`config.mk`:
```
export PLATFORM = sky130hd
export DESIGN_NAME = pdl_step_ctrl_flat
export DESIGN_NICKNAME = d
export VERILOG_FILES = /design/src/rtl/pdl_step_ctrl_pkg.sv /design/src/rtl/pdl_step_ctrl_if.sv /design/src/rtl/pdl_step_ctrl_stepper.sv /design/src/rtl/pdl_step_ctrl.sv /design/src/flat_wrapper.sv
export SDC_FILE = /design/constraint.sdc
export NUM_CORES = 1
export LEC_CHECK = 0
export CAP_MARGIN = 5
export CORE_MARGIN = 8
export CORE_UTILIZATION = 40
export CTS_BUF_LIST = sky130_fd_sc_hd__clkbuf_2 sky130_fd_sc_hd__clkbuf_4 sky130_fd_sc_hd__clkbuf_8
export DETAILED_ROUTE_END_ITERATION = 12
export GPL_TIMING_DRIVEN = 0
export HOLD_SLACK_MARGIN = 0.02
export MAX_ROUTING_LAYER = met4
export SYNTH_ARGS = -nofsm -noshare
export SYNTH_HDL_FRONTEND = slang
export SYNTH_SLANG_ARGS = --single-unit
```
`constraint.sdc`:
```
create_clock -name clk -period 8.35 [get_ports clk]
set_input_delay 1.67 -clock clk [delete_from_list [all_inputs] [get_ports clk]]
set_output_delay 1.67 -clock clk [all_outputs]
set_load 0.02 [all_outputs]
```
`src/rtl/pdl_step_ctrl_pkg.sv`:
```
// Shared types and helpers for the PDL tap-enable step controller.
package pdl_ctrl_pkg;

  typedef enum logic [1:0] {
    ST_IDLE   = 2'd0,
    ST_CHECK  = 2'd1,
    ST_SETTLE = 2'd2
  } ch_state_e;

  localparam logic MODE_RAMP   = 1'b0;
  localparam logic MODE_DIRECT = 1'b1;

  // Largest supported line; callers size-cast the result down to their tap count.
  localparam int MAX_TAPS   = 256;
  localparam int MAX_CODE_W = 9;

  function automatic logic [MAX_TAPS-1:0] therm_enc(input logic [MAX_CODE_W-1:0] code);
    logic [MAX_TAPS-1:0] t;
    for (int i = 0; i < MAX_TAPS; i++) t[i] = (i < int'(code));
    return t;
  endfunction

endpackage

```
`src/rtl/pdl_step_ctrl_if.sv`:
```
// Request channel of the PDL step controller.
// Handshake: a request transfers on a rising clk edge where cfg_valid && cfg_ready; cfg_ch/cfg_code/cfg_mode must be stable while cfg_valid is high.
interface pdl_step_ctrl_if #(
  parameter int NUM_CH = 4,
  parameter int CODE_W = 7
);
  localparam int CH_W = (NUM_CH > 1) ? $clog2(NUM_CH) : 1;

  logic              cfg_valid;
  logic              cfg_ready;
  logic [CH_W-1:0]   cfg_ch;
  logic [CODE_W-1:0] cfg_code;
  logic              cfg_mode;

  modport master (output cfg_valid, cfg_ch, cfg_code, cfg_mode, input cfg_ready);
  modport slave  (input cfg_valid, cfg_ch, cfg_code, cfg_mode, output cfg_ready);
endinterface

```
`src/rtl/pdl_step_ctrl_stepper.sv`:
```
// One delay line: walks cur_code toward the latched target with a settle gap after every tap change.
module pdl_ch_stepper
  import pdl_ctrl_pkg::*;
#(
  parameter int NUM_TAPS   = 64,
  parameter int CODE_W     = 7,
  parameter int SETTLE_CYC = 4,
  parameter int RESET_CODE = 0
) (
  input  logic                clk,
  input  logic                rst_n,
  input  logic                freeze,
  input  logic                start,
  input  logic [CODE_W-1:0]   start_code,
  input  logic                start_mode,
  output logic                busy,
  output logic                done,
  output logic [CODE_W-1:0]   cur_code,
  output logic [NUM_TAPS-1:0] bk,
  output ch_state_e           state
);

  logic [CODE_W-1:0] target;
  logic              mode;
  logic [7:0]        cnt;
  logic [CODE_W-1:0] step_tgt;
  logic              step_mode;
  logic              step_now;
  logic [CODE_W-1:0] next_code;

  // The accepting edge performs the first compare/step, so an already-equal request completes one cycle later.
  always_comb begin
    step_now  = (state == ST_CHECK) || (state == ST_IDLE && start);
    step_tgt  = (state == ST_IDLE) ? start_code : target;
    step_mode = (state == ST_IDLE) ? start_mode : mode;
    if (step_mode == MODE_DIRECT)  next_code = step_tgt;
    else if (cur_code < step_tgt)  next_code = cur_code + CODE_W'(1);
    else                           next_code = cur_code - CODE_W'(1);
  end

  assign busy = (state != ST_IDLE);

  always_ff @(posedge clk or negedge rst_n) begin
    if (!rst_n) begin
      state    <= ST_IDLE;
      target   <= CODE_W'(RESET_CODE);
      mode     <= MODE_RAMP;
      cnt      <= '0;
      done     <= 1'b0;
      cur_code <= CODE_W'(RESET_CODE);
      bk       <= NUM_TAPS'(therm_enc(MAX_CODE_W'(RESET_CODE)));
    end else if (freeze) begin
      done <= 1'b0;
    end else begin
      done <= 1'b0;
      if (state == ST_IDLE && start) begin
        target <= start_code;
        mode   <= start_mode;
      end
      if (state == ST_SETTLE) begin
        if (cnt == 8'(SETTLE_CYC - 1)) state <= ST_CHECK;
        else                           cnt   <= cnt + 8'd1;
      end else if (step_now) begin
        if (cur_code == step_tgt) begin
          done  <= 1'b1;
          state <= ST_IDLE;
        end else begin
          cur_code <= next_code;
          bk       <= NUM_TAPS'(therm_enc(MAX_CODE_W'(next_code)));
          cnt      <= '0;
          state    <= ST_SETTLE;
        end
      end
    end
  end

endmodule

```
`src/rtl/pdl_step_ctrl.sv`:
```
// Multi-channel PDL tap-enable controller: request decode, code clamp and per-channel steppers.
module pdl_step_ctrl
  import pdl_ctrl_pkg::*;
#(
  parameter int NUM_CH     = 4,
  parameter int NUM_TAPS   = 64,
  parameter int CODE_W     = $clog2(NUM_TAPS + 1),
  parameter int SETTLE_CYC = 4,
  parameter int RESET_CODE = 0
) (
  input  logic                         clk,
  input  logic                         rst_n,
  pdl_step_ctrl_if.slave               cfg,
  input  logic                         freeze,
  output logic [NUM_CH-1:0]            busy,
  output logic [NUM_CH-1:0]            done,
  output logic                         cfg_err,
  output logic [NUM_CH*CODE_W-1:0]     cur_code,
  output logic [NUM_CH*NUM_TAPS-1:0]   bk,
  output logic [NUM_CH*2-1:0]          dbg_state
);

  localparam int CH_W = (NUM_CH > 1) ? $clog2(NUM_CH) : 1;

  logic              sel_busy;
  logic              ch_ok;
  logic              accept;
  logic              over;
  logic [CODE_W-1:0] tgt;

  always_comb begin
    sel_busy = 1'b0;
    for (int c = 0; c < NUM_CH; c++)
      if (cfg.cfg_ch == CH_W'(c)) sel_busy = busy[c];
  end

  // Out-of-range channel numbers are never ready, so they can never be accepted.
  assign ch_ok         = {1'b0, cfg.cfg_ch} < (CH_W + 1)'(NUM_CH);
  assign cfg.cfg_ready = !freeze && !sel_busy && ch_ok;
  assign accept        = cfg.cfg_valid && cfg.cfg_ready;
  assign over          = cfg.cfg_code > CODE_W'(NUM_TAPS);
  assign tgt           = over ? CODE_W'(NUM_TAPS) : cfg.cfg_code;

  always_ff @(posedge clk or negedge rst_n) begin
    if (!rst_n) cfg_err <= 1'b0;
    else        cfg_err <= accept && over;
  end

  for (genvar c = 0; c < NUM_CH; c++) begin : g_ch
    ch_state_e st;

    pdl_ch_stepper #(
      .NUM_TAPS   (NUM_TAPS),
      .CODE_W     (CODE_W),
      .SETTLE_CYC (SETTLE_CYC),
      .RESET_CODE (RESET_CODE)
    ) u_step (
      .clk        (clk),
      .rst_n      (rst_n),
      .freeze     (freeze),
      .start      (accept && (cfg.cfg_ch == CH_W'(c))),
      .start_code (tgt),
      .start_mode (cfg.cfg_mode),
      .busy       (busy[c]),
      .done       (done[c]),
      .cur_code   (cur_code[c*CODE_W +: CODE_W]),
      .bk         (bk[c*NUM_TAPS +: NUM_TAPS]),
      .state      (st)
    );

    assign dbg_state[c*2 +: 2] = st;
  end

endmodule

```
`src/flat_wrapper.sv`:
```
// flat-port wrapper written by rule: the top's interface ports become plain ports
module pdl_step_ctrl_flat import pdl_ctrl_pkg::*;
#(
  parameter int NUM_CH     = 4,
  parameter int NUM_TAPS   = 64,
  parameter int CODE_W     = $clog2(NUM_TAPS + 1),
  parameter int SETTLE_CYC = 4,
  parameter int RESET_CODE = 0
)
  (clk, rst_n, freeze, busy, done, cfg_err, cur_code, bk, dbg_state, cfg_cfg_valid, cfg_cfg_ch, cfg_cfg_code, cfg_cfg_mode, cfg_cfg_ready);
  pdl_step_ctrl_if #(.NUM_CH(NUM_CH), .CODE_W(CODE_W)) cfg_i ();
  input  logic clk;
  input  logic rst_n;
  input  logic freeze;
  output logic [NUM_CH-1:0] busy;
  output logic [NUM_CH-1:0] done;
  output logic cfg_err;
  output logic [NUM_CH*CODE_W-1:0] cur_code;
  output logic [NUM_CH*NUM_TAPS-1:0] bk;
  output logic [NUM_CH*2-1:0] dbg_state;
  input wire logic [$bits(cfg_i.cfg_valid)-1:0] cfg_cfg_valid;
  input wire logic [$bits(cfg_i.cfg_ch)-1:0] cfg_cfg_ch;
  input wire logic [$bits(cfg_i.cfg_code)-1:0] cfg_cfg_code;
  input wire logic [$bits(cfg_i.cfg_mode)-1:0] cfg_cfg_mode;
  output wire logic [$bits(cfg_i.cfg_ready)-1:0] cfg_cfg_ready;
  assign cfg_i.cfg_valid = cfg_cfg_valid;
  assign cfg_i.cfg_ch = cfg_cfg_ch;
  assign cfg_i.cfg_code = cfg_cfg_code;
  assign cfg_i.cfg_mode = cfg_cfg_mode;
  assign cfg_cfg_ready = cfg_i.cfg_ready;
  pdl_step_ctrl #(.NUM_CH(NUM_CH), .NUM_TAPS(NUM_TAPS), .CODE_W(CODE_W), .SETTLE_CYC(SETTLE_CYC), .RESET_CODE(RESET_CODE)) u_core (.clk(clk), .rst_n(rst_n), .cfg(cfg_i), .freeze(freeze), .busy(busy), .done(done), .cfg_err(cfg_err), .cur_code(cur_code), .bk(bk), .dbg_state(dbg_state));
endmodule
```
---- Word level (Yosys, flattened, before mapping) ----
Cells that the tools add are included.
word-level totals
  register bits after elaboration ......... 361
  input port bits ......................... 14
  output and inout port bits .............. 302
  word-level logic and storage cells ...... 457
cells by class
  reductions and logical operators ........ 46
  magnitude comparators ................... 261
  bitwise gates (word level) .............. 9
  equal/unequal tests ..................... 31
  mux-type cells .......................... 69
  add/sub/neg operators ................... 12
operator list
  kind                 number
  $lt 6x7->1 const A   128
  $lt 5x7->1 const A   64
  $lt 4x7->1 const A   32
  $mux 8               16
  $lt 3x7->1 const A   16
  $mux 7               13
  $lt 1x7->1 const A   8
  $lt 2x7->1 const A   8
  $add 8x1->8 const B  4
  $eq 8x2->1 const B   4
  $mux 2               16
  $reduce_and 4->1     8
  $add 7x1->7 const B  4
  $eq 7x7->1           4
  $lt 7x7->1           4
  $sub 7x1->7 const B  4
  $mux 1               24
  $ne 2x2->1 const B   8
  $reduce_bool 2->1    8
  $eq 2x2->1 const B   6
  $reduce_and 3->1     4
  $logic_and 1x1->1    11
  $eq 2x1->1 const B   5
  $logic_not 2->1      5
  other kinds (6)      24

---- Longest topological paths before layout ----
Gate-level depths: netlist (run 1).
  word-level depth ........................ 14
  mapped depth ............................ 22
  mapped depth without buffers ............ 19

---- Modules after synthesis ----
A second synthesis (run 1) with hierarchy kept.
second synthesis, totals
  cells, all modules ...................... 2050
  area, all modules ....................... 19227.2 um^2
modules (own cells, without submodules)
  module                                       times used  area an instance (um^2)  cells each  sequential area each (um^2)
  pdl_ch_stepper at u_core.g_ch[0].u_step ...  3           4767.1                   499         2227.1
  pdl_ch_stepper at u_core.g_ch[3].u_step      1           4763.3                   533         2227.1
  pdl_step_ctrl                                1           162.7                    20          25.0

---- Least setup slack after synthesis (run 1) ----
No wires, ideal clock.
  path kind ............................... input -> register
  start ................................... in cfg_cfg_code[6]
  end ..................................... reg u_core.g_ch[2].u_step.bk[0]
  path slack .............................. 2.246 ns
  path buffers ............................ 3
  stages .................................. 20
  data required time ...................... 8.205 ns
  setup time .............................. 0.145 ns
  data arrival time ....................... 5.958 ns
  cells stage by stage .................... clkbuf_1 -> nand2b_1 -> o21ai_0 -> inv_1 -> ha_1 -> and3_1 -> and4b_1 -> o22a_1 -> nor3_1 -> inv_1 -> ha_1 -> or4b_2 -> o2111ai_1 -> nor3_1 -> o311a_1 -> a211o_1 -> buf_2 -> o31ai_2 -> buf_4 -> nand4_1
on the way
  word-level cells in the longest chain between the ends .. 7
  elaborated cells on any way between the ends .. 10
  classes of those cells .................. 3 x order compare; 1 x eq/ne; 4 x mux; 1 x bitwise; 1 x reduce/logical
ends and longest elaborated chain
  element                 RTL line                     text
  start: declaration      flat_wrapper.sv:23           input wire logic [$bits(cfg_i.cfg_code)-1:0] cfg_cfg_code;
  $gt 7x7->1              pdl_step_ctrl.sv:41          assign over = cfg.cfg_code > CODE_W'(NUM_TAPS);
  $mux 7 (*)              pdl_step_ctrl.sv:42          assign tgt = over ? CODE_W'(NUM_TAPS) : cfg.cfg_code;
  $mux 7 (*)              pdl_step_ctrl_stepper.sv:34  step_tgt = (state == ST_IDLE) ? start_code : target;
  $lt 7x7->1              pdl_step_ctrl_stepper.sv:37  else if (cur_code < step_tgt) next_code = cur_code + CODE_W'(1);
  $mux 7                  pdl_step_ctrl_stepper.sv:37
  $mux 7                  pdl_step_ctrl_stepper.sv:36  if (step_mode == MODE_DIRECT) next_code = step_tgt;
  $lt 1x7->1              pdl_step_ctrl_pkg.sv:19      for (int i = 0; i < MAX_TAPS; i++) t[i] = (i < int'(code));
  end signal: assignment  pdl_step_ctrl_stepper.sv:51  bk <= NUM_TAPS'(therm_enc(MAX_CODE_W'(RESET_CODE)));
  end signal: assignment  pdl_step_ctrl_stepper.sv:69  bk <= NUM_TAPS'(therm_enc(MAX_CODE_W'(next_code)));
  end: declaration        pdl_step_ctrl_stepper.sv:19  output logic [NUM_TAPS-1:0] bk,
Every way passes the cells marked *; elsewhere a longest branch is shown, timed or not.
A chain may end at the register's enable or synchronous reset.

---- Final worst setup path (run 1) ----
  start ................................... in cfg_cfg_code[6]
  end ..................................... reg u_core.g_ch[2].u_step.cur_code[6]
on the way
  word-level cells in the longest chain between the ends .. 6
  elaborated cells on any way between the ends .. 9
  classes of those cells .................. 2 x order compare; 1 x eq/ne; 4 x mux; 1 x bitwise; 1 x reduce/logical
ends and longest elaborated chain
  element                                            RTL line                                                  text
  $gt 7x7->1                                         pdl_step_ctrl.sv:41
  $mux 7 (*)                                         pdl_step_ctrl.sv:42
  $mux 7 (*)                                         pdl_step_ctrl_stepper.sv:34
  $lt 7x7->1 / $eq 7x7->1 (equally long branches)    pdl_step_ctrl_stepper.sv:37, pdl_step_ctrl_stepper.sv:64
  $mux 7 / $not 1->1 (equally long branches)         --
  $mux 7 / $reduce_and 4->1 (equally long branches)  --
  end signal: assignment                             pdl_step_ctrl_stepper.sv:50                               cur_code <= CODE_W'(RESET_CODE);
  end signal: assignment                             pdl_step_ctrl_stepper.sv:68                               cur_code <= next_code;
  end: declaration                                   pdl_step_ctrl_stepper.sv:18                               output logic [CODE_W-1:0] cur_code,
Marks and branches as above.

==> results of run 1 <==
final cells by class:
type / count / area [um2] / share of cell area, %
inverter: 38 / 143 / 0.607
sequential: 357 / 8930 / 38.0
antenna: 1 / 2.50 / 0.0107
timing repair buffer: 318 / 3240 / 13.8
buffer: 138 / 626 / 2.66
clock buffer: 100 / 1290 / 5.49
tap: 600 / 751 / 3.20
clock inverter: 11 / 113 / 0.480
multi-input combinational: 1360 / 8390 / 35.7
through the flow:
stage / hold WS [ps] / instances / area (um2)
floorplan: 442 / 1893 / 18100
global placement: 459 / 2807 / 22000
detailed placement: 465 / 2810 / 22100
CTS: 479 / 2921 / 23500
global route: 487 / 2923 / 23500
finish: 476 / 2923 / 23500
cell families (layout without fill, tap and decap cells):
group / after synthesis / count (layout)
AND/OR/NAND/NOR: 725 / 725
XOR/XNOR: 33 / 33
flip-flops: 357 / 357
buffers and inverters: 176 / 605
AO/OA/AOI/OAI: 480 / 480
multiplexers: 63 / 63
other: 0 / 1
adder cells (fa/ha/maj): 59 / 59
path summary, 6_finish.rpt:
check / startpoint / endpoint / cells after the start
max: cfg_cfg_code[6] / u_core.g_ch[2].u_step.cur_code[6] / 18
min: u_core.g_ch[0].u_step.bk[55] / u_core.g_ch[0].u_step.bk[55] / 2
max reg2reg: u_core.g_ch[2].u_step.state[1] / u_core.g_ch[2].u_step.cur_code[6] / 19
min reg2reg: u_core.g_ch[0].u_step.bk[55] / u_core.g_ch[0].u_step.bk[55] / 2
max in group asynchronous: rst_n / u_core.g_ch[2].u_step.bk[22] / 3
min in group asynchronous: rst_n / u_core.g_ch[1].u_step.bk[24] / 1
synth_stat cells (all sizes together), types with 14 or more instances:
library cell | instances | area share (%)
a21oi | 62 | 1.8
a22o | 15 | 0.73
a31oi | 73 | 2.5
buf | 49 | 1.6
clkbuf | 89 | 1.9
dfrtp | 357 | 49
ha | 55 | 3.8
inv | 38 | 0.79
mux2 | 26 | 1.6
mux2i | 37 | 2.1
nand2 | 265 | 5.5
nand3 | 63 | 1.7
nand4 | 21 | 0.73
nor2 | 181 | 3.8
nor2b | 20 | 0.69
nor3 | 52 | 1.5
nor4 | 22 | 0.88
o211ai | 21 | 0.87
o21a | 30 | 1.2
o21ai | 146 | 4.1
o22a | 38 | 1.8
o311ai | 15 | 0.73
xnor2 | 19 | 0.92
xor2 | 14 | 0.68
registers in the layout, indices dropped and copies added (netlist names):
register and cells:
u_core.cfg_err 1, u_core.g_ch.u_step.target 28, u_core.g_ch.u_step.bk 252, u_core.g_ch.u_step.state 8, u_core.g_ch.u_step.cur_code 28, u_core.g_ch.u_step.done 4, u_core.g_ch.u_step.cnt 32, u_core.g_ch.u_step.mode 4
critical path, cell delays in order:
cell             delay [ps]
clkdlybuf4s50_1         840
clkbuf_1                420
clkbuf_1                490
mux2i_1                 200
ha_1                    380
and3_1                  180
and4b_1                 240
o22a_1                  230
nor3_1                  490
inv_1                   290
ha_1                    400
or4b_2                  640
o2111ai_1               100
nor3_1                  100
o311a_1                 140
a211oi_2                540
clkbuf_1                510
o21ai_0                 180
routing by layer:
layer	share of wire [%]	GRT usage, %
met5	0	-
met4	2.7	7.30
met3	6.2	3.80
met2	46	35.3
met1	45	30.4
==> flow_summary.toml, run 1 <==
[clocking]
htreeDepth = 2
cts_setup_buffers = 0
cts_root_buffer = "clkbuf_8"
cts_inserted_buffers = 61
cts_resized = 0
clkSinkCount = 357
postCtsHoldBufs = 0
cts_tree = "done"
clk_pin_slew_ps = 60
cts_max_path_buffers = 3
clock_latency_ps = 660

[sta]
worst_slack_ps = 822
hold_viol_final = 0
final-setup-viol-count = 0
fmax_ghz = 0.133
fin_crit_sh_pct = 90.2
rsz0062_at_grt = "no"
relSlewSlack_pct = 31.6
finalMaxSlewViolations = 0
fin_skew_ps = 22.6
worst_slew_pin_slew_ps = 1020
min_period_ps = 7530
fin_tns_setup_ps = 0

[worst_setup_path]
cp_max_fo = 10
startpoint_type = "input pin"
worstPathArrival_ps = 8040
r2r_setup_slack_ps = 1920
end_kind = "flip-flop"
cp.required_ps = 8860
worstSetupPathType = "input pin to flip-flop"

[logic_synthesis]
synth-seq-area-share_pct = 49.4
synth_ff_type = "dfrtp_1"
yosys_warnings = 0
synth_top_family_by_area = "simple AND/OR/NAND/NOR gates"
synthArstFlopShare_pct = 100
synth_edf_count = 0
synth-compound-area-share_pct = 17.8
synth_cell_types = 91
synthMuxAreaShare_pct = 3.69
netlist_area_um2 = 18100
postSynthAreaPerCell_um2 = 9.56
synth_xor_area_share_pct = 1.60
synth_fa_ha_area_share_pct = 4.25
syn_nets = 1966
syn_inst = 1893
synth_seq_cells = 357
synth-simple-area-share_pct = 19.0

[route]
wl_per_cell_um = 20.5
routed_wl_um = 59800
dr.pass1.iters = 5
antenna_left = 0
drtIter0Drc = 1139
routed-via-count = 16400
drc = 0
via_per_inst = 5.59

[grt]
grt_max_degree = 111
overflow = 0
grt_pass1_vias = 16200
grt_pass1_wl_um = 94300
track_usage_pct = 22.8
antenna_found_initial = 1

[cells_and_area]
fin_nets = 2347
final_common_cell = "dfrtp_1"
fillers = 4179
fin_util_pct = 52.2
synthToLayoutAreaGrowth_pct = 29.8
final_cell_mix = "dfrtp_1 (357), clkdlybuf4s50_1 (313), nand2_1 (265), nor2_1 (179), o21ai_0 (137)"
drive_gt1_share_pct = 9.26

[floorplan]
core.rowCount = 78
die_x_um = 229
ios = 316
core_area_um2 = 45000
dieArea_um2 = 52300
initial_core_util_pct = 40.2
die_y_um = 229

[placement]
routabilityCongestion = 0.888
dp_hpwl_um = 43600
place_ws_ps = 259
port_buffers = 314

[flow_run]
max_cap_viol_count = 0

[worst_hold_path]
hold_class = "flip-flop to flip-flop"

[status]
outcome = "completed"
Power of run 1 is left out: the tool's default activity adds up to more than one toggle a clock period on the data nets, which glitch-free logic cannot reach.
==> run 2, diff against run 1 <==
- ABC_AREA: unset -> 1
==> run 2 against run 1 <==
  * Core utilization grew 0.41 points
  * Via count grew 4.5%
  * Area after synthesis grew 1.5%
  * Sequential share of layout area shrank 0.62 points
  * Wire length grew 1.3%
  * Largest cell class unchanged
  * Worst setup slack gained 1700 ps
  * First-iteration DRC count shrank 0.97%
  * Final cell count grew 14%
  * Critical endpoint is now u_core.g_ch[2].u_step.bk[51]
  * Synthesized cell count grew 21%
  * Hold slack gained 1.5 ps
  * Register-to-register slack gained 1700 ps
==> flow_summary.toml, run 2 <==
[status]
outcome = "completed"

[clocking]
cts_resized = 0
cts_tree = "done"
cts_setup_buffers = 0
cts_inserted_buffers = 67
cts_max_path_buffers = 3
htreeDepth = 3
cts_root_buffer = "clkbuf_8"
clock_latency_ps = 640
postCtsHoldBufs = 0
clkSinkCount = 357
clk_pin_slew_ps = 60

[logic_synthesis]
synth_cell_types = 47
synth-simple-area-share_pct = 29.3
synth_xor_area_share_pct = 1.24
netlist.area_leader.share_pct = 48.6
synthTopCellsByCount = "nand2_1 (846), dfrtp_1 (357), inv_1 (187), nand3_1 (147), nand4_1 (102)"
ys_top_cells_by_area = "dfrtp_1 (49%), nand2_1 (17%), nand3_1 (4.0%)"
netlist_area_um2 = 18400
synth_seq_cells = 357
synth_ff_type = "dfrtp_1"
synth_top_area_cell = "dfrtp_1"
yosysMostFrequentCell = "nand2_1"
yosys_warnings = 0
postSynthAreaPerCell_um2 = 8.03
synth-seq-area-share_pct = 48.6
synthArstFlopShare_pct = 100
syn_nets = 2361
synth_edf_count = 0
synth-compound-area-share_pct = 9.56
synth_top_family_by_area = "simple AND/OR/NAND/NOR gates"
syn_inst = 2288
synthMuxAreaShare_pct = 0
synth_fa_ha_area_share_pct = 4.18

[route]
wl_per_cell_um = 18.2
routed-via-count = 17100
dr.pass1.iters = 7
drc = 0
antenna_left = 0
routed_wl_um = 60600
via_per_inst = 5.13
drtIter0Drc = 1128

[grt]
gr-usage-met3_pct = 5.37
grt_use_met1_pct = 29.5
grt_pass1_vias = 17200
antenna_found_initial = 5
grt_pass1_wl_um = 96600
met2_usage_pct = 36.3
track_usage_pct = 23.1
overflow = 0
grt_busiest_layer = "met2"
grt_max_degree = 116

[sta]
relSlewSlack_pct = 41.7
worst_slack_ps = 2560
worst_slew_pin_slew_ps = 865
fmax_ghz = 0.173
fin_crit_sh_pct = 69.4
min_period_ps = 5790
rsz0062_at_grt = "no"
hold_viol_final = 0
whs_ps = 478
final-setup-viol-count = 0
finalMaxSlewViolations = 0
fin_skew_ps = 39.2

[floorplan]
initial_core_util_pct = 40.5
core.rowCount = 78
die_y_um = 230
dieArea_um2 = 53000
core_area_um2 = 45400
die_x_um = 230
ios = 316

[worst_setup_path]
worstSetupPathType = "input pin to flip-flop"
r2r_setup_slack_ps = 3620
cp.required_ps = 8830
worstPathArrival_ps = 6280
startpoint_type = "input pin"
end_kind = "flip-flop"
cp_max_fo = 10

[cells_and_area]
reg_top3 = "u_core.g_ch.u_step.bk x252, u_core.g_ch.u_step.cnt x32"
final_cell_mix = "nand2_1 (846), dfrtp_1 (357), clkdlybuf4s50_1 (314), inv_1 (187), nand3_1 (147)"
largest_register = "u_core.g_ch.u_step.bk"
drive_gt1_share_pct = 10.3
final_common_cell = "nand2_1"
largest_reg_flops = 252
fin_nets = 2748
synthToLayoutAreaGrowth_pct = 30.0

[placement]
port_buffers = 315
dp_hpwl_um = 45000
routabilityCongestion = 0.900
place_ws_ps = 1960

[worst_hold_path]
hold_class = "flip-flop to flip-flop"

[flow_run]
max_cap_viol_count = 0
## run 2: metrics by stage
step                setup TNS [ps]  cell area [um2]  cells  util (%)
floorplan                        0            18400   2288         -
global placement          -3677410            22300   3203      49.1
detailed placement               0            22400   3206      49.3
CTS                              0            23900   3324      52.6
global route                     0            23900   3329      52.6
finish                           0            23900   3329      52.6
## run 2: cell type report
cell class	count	area, um2
fillers	4350	21500
repair buffers	318	3240
clock inverters	18	205
inverters	224	842
plain buffers	85	459
diodes	5	12.5
multi-input cells	1622	8130
flip-flops and latches	357	8930
clock buffers	100	1290
well taps	600	751
## run 2: kinds of logic after synthesis
kind of cell	after synthesis
adders and majority gates	59
AOI/OAI and AO/OA	287
xor gates and xnor gates	26
buffers and inverters	309
DFF	357
and+or+nand+nor	1250
## run 2: worst paths after layout
check                                          startpoint                      endpoint  depth (start not counted)
setup / recovery                          cfg_cfg_code[6]  u_core.g_ch[2].u_step.bk[51]                         22
hold / removal               u_core.g_ch[2].u_step.bk[21]  u_core.g_ch[2].u_step.bk[21]                          2
setup reg to reg           u_core.g_ch[0].u_step.state[0]  u_core.g_ch[0].u_step.bk[17]                         26
hold reg to reg              u_core.g_ch[2].u_step.bk[21]  u_core.g_ch[2].u_step.bk[21]                          2
max in group asynchronous                           rst_n  u_core.g_ch[1].u_step.bk[18]                          3
min in group asynchronous                           rst_n  u_core.g_ch[2].u_step.bk[26]                          1
## run 2: layer usage
metal	wire [um]	share of wire (%)
met1	27300	45
met4	1590	2.6
met3	3200	5.3
met5	0	0
met2	28500	47
## run 2: worst max-delay path, cell delays in order
cell and delay, ps:
clkdlybuf4s50_1 490, inv_2 110, buf_4 180, nand2_1 260, nand2_1 130, o21ai_1 120, ha_1 310, nand2_1 50
o21ai_0 170, nand4_1 160, nand3_1 310, inv_1 100, fa_1 430, nor2_1 130, nor2_1 60, xor2_1 140
o21ai_1 330, inv_1 230, nor2_2 360, nand3_2 230, o21ai_0 230, nand2_1 80
Power of run 2 is left out for the same reason.
==> run 3, diff against run 2 <==
- PLACE_DENSITY: unset -> 0.66
- clock period: 8.35 -> 4.93 ns (I/O delays scaled with it)
==> run 3 against run 2 <==
  * Sequential share of layout area decreased by 0.11 points
  * Via count increased by 1.3%
  * Global-route usage decreased by 0.20 points
  * Clock skew decreased by 8.6 ps
  * Register-to-register slack got worse by 3200 ps
  * Core utilization increased by 0.15 points
  * Wire length increased by 0.26%
  * First-iteration DRC count increased by 18%
  * Non-clock buffer count increased by 5
  * Die area unchanged
  * Clock-buffer cell count decreased by 1
  * Critical path depth increased by 5
==> flow_summary.toml, run 3 (same netlist as run 2, synthesis figures left out) <==
[status]
outcome = "completed"

[placement]
port_buffers = 315
routabilityCongestion = 0.920
dp_hpwl_um = 45100
dp_cells = 3207

[grt]
grt_pass1_wl_um = 95600
track_usage_pct = 22.9
antenna_found_initial = 4
grt_max_degree = 90
overflow = 0
grt_pass1_vias = 17200

[floorplan]
die_y_um = 230
ios = 316
die_x_um = 230
core.rowCount = 78
dieArea_um2 = 53000
initial_core_util_pct = 40.5
core_area_um2 = 45400

[worst_setup_path]
cp.required_ps = 5430
timing.rr.end = "u_core.g_ch[0].u_step.bk[17]"
startpoint_type = "input pin"
worstPathArrival_ps = 5170
slowest_stage = "clkdlybuf4s50_1"
max_stage_delay_ps = 500
critical-path-top-delay-family = "simple AND/OR/NAND/NOR gates"
cp.depth = 27
end_kind = "flip-flop"
cp_max_fo = 10
r2r_start = "u_core.g_ch[0].u_step.state[0]"
rr_worst_depth = 26
r2r_setup_slack_ps = 460
worstSetupPathType = "input pin to flip-flop"
crit_path_frequent_cell = "nand2_1"
path_buf_inv = 7

[clocking]
postCtsHoldBufs = 0
cts_root_buffer = "clkbuf_8"
cts_tree = "done"
clkSinkCount = 357
clock_latency_ps = 640
cts_max_path_buffers = 3
cts_inserted_buffers = 66
clk_pin_slew_ps = 60
htreeDepth = 3

[sta]
relSlewSlack_pct = 46.6
hold_viol_final = 0
fin_tns_setup_ps = 0
worst_slew_pin_slew_ps = 793
fmax_ghz = 0.214
final-setup-viol-count = 0
finalMaxSlewViolations = 0
min_period_ps = 4670
fin_crit_sh_pct = 94.7
fin_skew_ps = 30.6

[route]
wl_per_cell_um = 18.3
met1Wirelength_um = 26900
drc = 0
dr_wl_met3_um = 3820
routed-via-count = 17300
dr.pass1.iters = 5
routed_wl_um = 60700
antenna_left = 0
top_layer = "met4"
met2WireLength_um = 28700
drtIter0Drc = 1329
via_per_inst = 5.20

[cells_and_area]
final_cell_count_no_fill = 3328
synthToLayoutAreaGrowth_pct = 30.3
reg_top3 = "u_core.g_ch.u_step.bk x252, u_core.g_ch.u_step.cnt x32"
fin_nets = 2752
final_common_cell = "nand2_1"
drive_gt1_share_pct = 11.3
final_cell_mix = "nand2_1 (836), dfrtp_1 (357), clkdlybuf4s50_1 (314), inv_1 (184), nand3_1 (144)"
largest_reg_flops = 252
largest_register = "u_core.g_ch.u_step.bk"

[flow_run]
max_cap_viol_count = 0

[worst_hold_path]
hold_class = "input pin to async pin"
-- run 3: cell count changes in the layout (fill, tap and decap cells not counted), sizes merged --
cell,delta
buf,+2
clkinvlp,+3
inv,-1
clkbuf,+2
diode,-1
clkinv,-3
bufinv,-3
-- run 3: cell type report --
class,instances,area (um2)
timing repair buffer,323,3300
antenna,4,10.0
clock inverter,14,114
buffer,85,467
tap,600,751
multi-input combinational,1622,8270
clock buffer,99,1250
fill,4349,21400
sequential,357,8930
inverter,224,845
-- run 3: how the worst max path moves through the flow --
stage                         start                      endpoint  slack [ps]
global placement              rst_n  u_core.g_ch[0].u_step.bk[16]      -12930
floorplan           cfg_cfg_code[6]  u_core.g_ch[2].u_step.bk[52]         740
finish              cfg_cfg_code[6]  u_core.g_ch[2].u_step.bk[53]         260
CTS                 cfg_cfg_code[6]  u_core.g_ch[2].u_step.bk[17]          50
global route        cfg_cfg_code[6]  u_core.g_ch[2].u_step.bk[53]         -30
detailed placement  cfg_cfg_code[6]  u_core.g_ch[2].u_step.bk[53]        -980
-- run 3: worst reg2reg max path, cell delays in order, from the launching register on --
cell and delay, ps:
dfrtp_1 430, nor2_1 330, buf_2 280, nand2_1 130, o22ai_2 230, inv_1 70
ha_1 300, nand2_1 60, o21ai_0 160, nand4_1 200, nand3_4 160, inv_1 70
fa_1 420, inv_1 80, nand4_1 130, nand3_1 100, nand2_1 50, nand2_1 70
inv_1 40, nand2_1 50, nand3_1 80, nand2_2 180, nand2_1 190, nand2_4 180
nand2_2 160, nand2_1 150, nand2_1 60
-- run 3: per-layer routing --
| layer | global-route usage (%) | vias to the layer above |
|---|---|---|
| li1 | - | 8302 |
| met2 | 36.1 | 554 |
| met3 | 5.07 | 91 |
| met1 | 29.4 | 8351 |
| met4 | 6.67 | 0 |
| met5 | - | - |
-- run 3: repair_timing --
action / in CTS / in global routing
pin swaps: 0 / 5
resized for setup: 3 / 40
setup buffers: 0 / 4
hold endpoints to repair: 0 / 0
setup endpoints to repair: 21 / 237
-- run 3: through the flow --
step	setup WS [ps]	hold WS, ps	area (um2)	util [%]
6_report	259	263	23900	52.8
5_1_grt	-28.2	266	23900	52.8
4_1_cts	47.2	238	23800	52.4
3_5_place_dp	-977	464	22400	49.3
3_3_place_gp	-12930	461	22300	49.1
2_1_floorplan	740	448	18400	-
Power of run 3 is left out for the same reason.
